`src/rtl/alu_host_driver.sv`:
```
// alu_host_driver: serializes one (op, M, Q) request onto the ALU pins and collects its 1- or 2-byte result.
// Every ALU-side and response output is a register; req_ready is decoded from the state.
module alu_host_driver #(
  parameter int TIMEOUT_CYCLES = 255
) (
  input  logic       clk,
  input  logic       rst_b,
  input  logic       req_valid,
  output logic       req_ready,
  input  logic [1:0] req_op,
  input  logic [7:0] req_m,
  input  logic [7:0] req_q,
  output logic       rsp_valid,
  input  logic       rsp_ready,
  output logic [7:0] rsp_hi,
  output logic [7:0] rsp_lo,
  output logic       rsp_ovf,
  output logic       rsp_err,
  output logic       alu_start,
  output logic [1:0] alu_s,
  output logic [7:0] alu_inbus,
  input  logic [7:0] alu_outbus,
  input  logic       alu_finish,
  input  logic       alu_overflow
);
  typedef enum logic [2:0] {IDLE, SEND_M, SEND_Q, WAIT, SECOND, RESP} state_t;
  localparam logic [7:0] TLAST = 8'(TIMEOUT_CYCLES - 1);
  state_t     state_q, state_d;
  logic [7:0] q_q, q_d, timer_q, timer_d, inbus_q, inbus_d, hi_q, hi_d, lo_q, lo_d;
  logic [1:0] s_q, s_d;
  logic       start_q, start_d, ovf_q, ovf_d, err_q, err_d, valid_q, valid_d;
  always_ff @(posedge clk or negedge rst_b) begin
    if (!rst_b) begin
      state_q <= IDLE;
      q_q     <= '0;
      timer_q <= '0;
      inbus_q <= '0;
      hi_q    <= '0;
      lo_q    <= '0;
      s_q     <= '0;
      start_q <= 1'b0;
      ovf_q   <= 1'b0;
      err_q   <= 1'b0;
      valid_q <= 1'b0;
    end else begin
      state_q <= state_d;
      q_q     <= q_d;
      timer_q <= timer_d;
      inbus_q <= inbus_d;
      hi_q    <= hi_d;
      lo_q    <= lo_d;
      s_q     <= s_d;
      start_q <= start_d;
      ovf_q   <= ovf_d;
      err_q   <= err_d;
      valid_q <= valid_d;
    end
  end
  // alu_s doubles as the latched opcode for the whole transaction
  always_comb begin
    state_d = state_q;
    q_d     = q_q;
    timer_d = timer_q;
    inbus_d = inbus_q;
    hi_d    = hi_q;
    lo_d    = lo_q;
    s_d     = s_q;
    start_d = start_q;
    ovf_d   = ovf_q;
    err_d   = err_q;
    valid_d = valid_q;
    case (state_q)
      IDLE: if (req_valid) begin
        state_d = SEND_M;
        start_d = 1'b1;
        s_d     = req_op;
        inbus_d = req_m;
        q_d     = req_q;
        hi_d    = '0;
        lo_d    = '0;
        ovf_d   = 1'b0;
        err_d   = 1'b0;
      end
      SEND_M: begin
        state_d = SEND_Q;
        start_d = 1'b0;
        inbus_d = q_q;
      end
      SEND_Q: begin
        state_d = WAIT;
        inbus_d = '0;
        timer_d = '0;
      end
      WAIT: begin
        timer_d = timer_q + 8'd1;
        if (alu_finish) begin
          ovf_d   = alu_overflow;
          hi_d    = s_q[1] ? alu_outbus : {8{alu_outbus[7]}};
          lo_d    = s_q[1] ? lo_q : alu_outbus;
          state_d = s_q[1] ? SECOND : RESP;
          valid_d = !s_q[1];
        end else if (timer_q == TLAST) begin
          err_d   = 1'b1;
          hi_d    = '0;
          lo_d    = '0;
          ovf_d   = 1'b0;
          state_d = RESP;
          valid_d = 1'b1;
        end
      end
      SECOND: begin
        state_d = RESP;
        valid_d = 1'b1;
        lo_d    = alu_finish ? alu_outbus : 8'h00;
        hi_d    = alu_finish ? hi_q : 8'h00;
        err_d   = !alu_finish;
      end
      RESP: if (rsp_ready) begin
        state_d = IDLE;
        valid_d = 1'b0;
        s_d     = '0;
      end
      default: state_d = IDLE;
    endcase
  end
  assign req_ready = (state_q == IDLE);
  assign rsp_valid = valid_q;
  assign rsp_hi    = hi_q;
  assign rsp_lo    = lo_q;
  assign rsp_ovf   = ovf_q;
  assign rsp_err   = err_q;
  assign alu_start = start_q;
  assign alu_s     = s_q;
  assign alu_inbus = inbus_q;
endmodule

```
`config.mk`:
```
export PLATFORM = sky130hd
export DESIGN_NAME = alu_host_driver
export DESIGN_NICKNAME = d
export VERILOG_FILES = /design/src/rtl/alu_host_driver.sv
export SDC_FILE = /design/constraint.sdc
export NUM_CORES = 1
export LEC_CHECK = 0
export CAP_MARGIN = 10
export CORE_ASPECT_RATIO = 1.5
export CORE_UTILIZATION = 43
export DETAILED_ROUTE_END_ITERATION = 8
export PLACE_DENSITY = 0.76
export RECOVER_POWER = 100
export SYNTH_ARGS = -nofsm -noshare
export SYNTH_HDL_FRONTEND = slang
export SYNTH_SLANG_ARGS = --single-unit
```
`constraint.sdc`:
```
create_clock -name clk -period 1.6 [get_ports clk]
set_input_delay 0.48 -clock clk [delete_from_list [all_inputs] [get_ports clk]]
set_output_delay 0.48 -clock clk [all_outputs]
set_load 0.1 [all_outputs]
```
==> metrics <==
outcome finished with violations; failing checks setup timing; Setup Skew 0.0101 ns; Slew @ Worst Pin 1.17 ns; Critical Path Stages 3; Mapped Nets 239; Die Wd 61.4 um; area occupied by multi-input gates 1110 um2; Ports 63; yosys synthesis warning count 0; Clock Root Buffer clkbuf_8; slowest stage delay, CP 0.42 ns; post-synth top area cell dfrtp_1; synth top area cells dfrtp_1 54%, a22o_1 5.8%, nand2_1 3.6%, mux2_1 3.5%, o2bb2ai_1 2.7%; dpl hpwl 4380 um; grt ovf 0; Crit Reg-Reg Startpoint state_q[2]$_DFFE_PN0P_; Final Hold Fails 0; Final Critical Period 1.72 ns; slew margin rel. 0.219; Crit path max-delay family flip-flops; Mapped Area 2270 um2; Clock Latency Late Sink 0.30 ns; Setup crit start state_q[2]$_DFFE_PN0P_; setup TNS -0.822 ns; most frequent cells in the layout 46 x dfrtp_1, 28 x buf_4, 27 x clkdlybuf4s50_1; Startpoint Class flip-flop; vias in the first global route 2158; Total GRT Usage 0.250; 1st-iter DRT viols 110; Routability Congestion 0.853; CTS max path bufs 2; first-pass GRT wire length 10200 um; Post-synth EDFFs 0; CTS tree done; Finish-stage setup viols 10; critical path type flip-flop to primary output; max cap viols 0; ys flop type dfrtp_1; Synth cell types 47; worst-path maximum fanout 2; cts hold-fix bufs 0; Post-Route WL 6770 um; flip-flop and latch area 1230 um2; Synth Register Bits 49; die area 5580 um2; # diodes 0; r2r endpoint rsp_lo[1]$_DFFE_PN0P_; FP Rows 32; Cells after DPL 354; unrepaired setup endpoints after global routing true; DRC viols 0; WL/cell 18.1 um; commonest non-fill, non-tap cell in the layout dfrtp_1; Detail Route Antenna Nets 0; Avg Inst Size Synth 11.1 um2; layout cells sized above 1 0.356; initial core utilization 0.443; CTS Buf Count 5; nets 339; initial antenna violation count 0; pre-CTS WS -0.388 ns; DR vias/cell 5.62; Die Y 91.0 um; max frequency 580 MHz; HP Class primary input to asynchronous set/reset pin; fraction of registers with async set/reset 1.00; Pre-antenna DRT Iters 4; Finished Layout Cells 374; Core Region 5120 um2; CP max stage cell dfrtp_2; Area Growth Syn to Fin 62.0%; R2R depth 5; Vias 2102; Tcrit/Tclk final 1.08; fill count 367; worst path bufs/invs 2; setup slack, reg-to-reg -0.10 ns; pin count of the biggest net entering global routing 50; crit end category primary output; post-synth top area share 0.540; clk slew on worst S/H paths 0.09 ns; sequential cell area fraction in the yosys report 0.540; final worst slack -0.124 ns; final slew viol count 0; Worst Setup EP req_ready; WP data required 1.12 ns; htree depth 2; cells after synthesis 205; Crit path arrival time 1.24 ns; Port Buf Inserts 62; # clock sinks 49; worst-path cell chain buf_6 > nor3_4 > buf_12
metal layers:
metal  wire length [um]  GRT usage
met4                201     0.0981
met3                215     0.0499
met2               3740      0.426
met5                  0          0
met1               2620      0.298
layout make-up:
cell class                      count  area share
Clock buffer                        7      0.0262
Inverter                            6     0.00680
Clock inverter                      1     0.00136
Tap cell                           68      0.0231
Multi-Input combinational cell    143       0.301
Sequential cell                    49       0.334
Timing Repair Buffer              100       0.307
synth_stat cells (2+ instances only):
| master | count |
|---|---|
| a21oi_2 | 2 |
| nor3_1 | 4 |
| nor2_2 | 2 |
| nand2b_1 | 3 |
| a22o_1 | 15 |
| o21ai_2 | 2 |
| clkbuf_1 | 2 |
| nand2_1 | 22 |
| o21ai_0 | 6 |
| a22oi_1 | 8 |
| buf_2 | 3 |
| nor2_1 | 5 |
| dfrtp_1 | 49 |
| buf_4 | 3 |
| o21bai_1 | 2 |
| ha_1 | 2 |
| o2bb2ai_1 | 7 |
| mux2_1 | 7 |
| a21boi_0 | 2 |
| inv_1 | 4 |
| mux2i_1 | 2 |
| nand3_1 | 7 |
| a21oi_1 | 10 |
| o21ai_1 | 12 |
| inv_2 | 2 |
per-stage QoR:
stage | hold slack [ns] | util | cell area (um2)
3_3_place_gp | 0.467 | 0.681 | 3490
5_1_grt | 0.506 | 0.718 | 3680
2_1_floorplan | 0.184 | - | 2290
6_report | 0.490 | 0.718 | 3680
3_5_place_dp | 0.475 | 0.681 | 3490
4_1_cts | 0.166 | 0.727 | 3730
flip-flops by register name (all words and copies together), names as in the netlist:
signal     cells
q_q            8
alu_start      1
alu_s          2
rsp_valid      1
alu_inbus      8
timer_q        8
rsp_lo         8
rsp_hi         8
rsp_err        1
rsp_ovf        1
state_q        3
cell families after synthesis:
| logic type | share of synthesized area |
|---|---|
| XOR/XNOR | 0.00386 |
| buffers and inverters | 0.0297 |
| AND/OR/NAND/NOR | 0.116 |
| AO/OA/AOI/OAI | 0.251 |
| flip-flops | 0.540 |
| multiplexers | 0.0485 |
| adder cells (fa/ha/maj) | 0.0110 |
worst min path at each step:
stage                          endpoint  slack (ns)  depth (start not counted)
2_1_floorplan  alu_inbus[0]$_DFFE_PN0P_        0.18                          0
3_3_place_gp         q_q[2]$_DFFE_PN0P_        0.47                          1
3_5_place_dp     timer_q[6]$_DFFE_PN0P_        0.48                          2
4_1_cts          timer_q[1]$_DFFE_PN0P_        0.17                          2
5_1_grt           rsp_hi[0]$_DFFE_PN0P_        0.51                          1
6_report         timer_q[6]$_DFFE_PN0P_        0.49                          2
repair_timing:
| item | in CTS | in global routing |
|---|---|---|
| endpoints found under the setup margin | 27 | 33 |
| hold endpoints to repair | 0 | 0 |
| resized for setup | 16 | 22 |
| pin swaps | 13 | 9 |
| cloned | 1 | 2 |
| setup buffers | 10 | 1 |
Power is left out: the tool's default activity adds up to more than one toggle a clock period on the data nets, which glitch-free logic cannot reach.
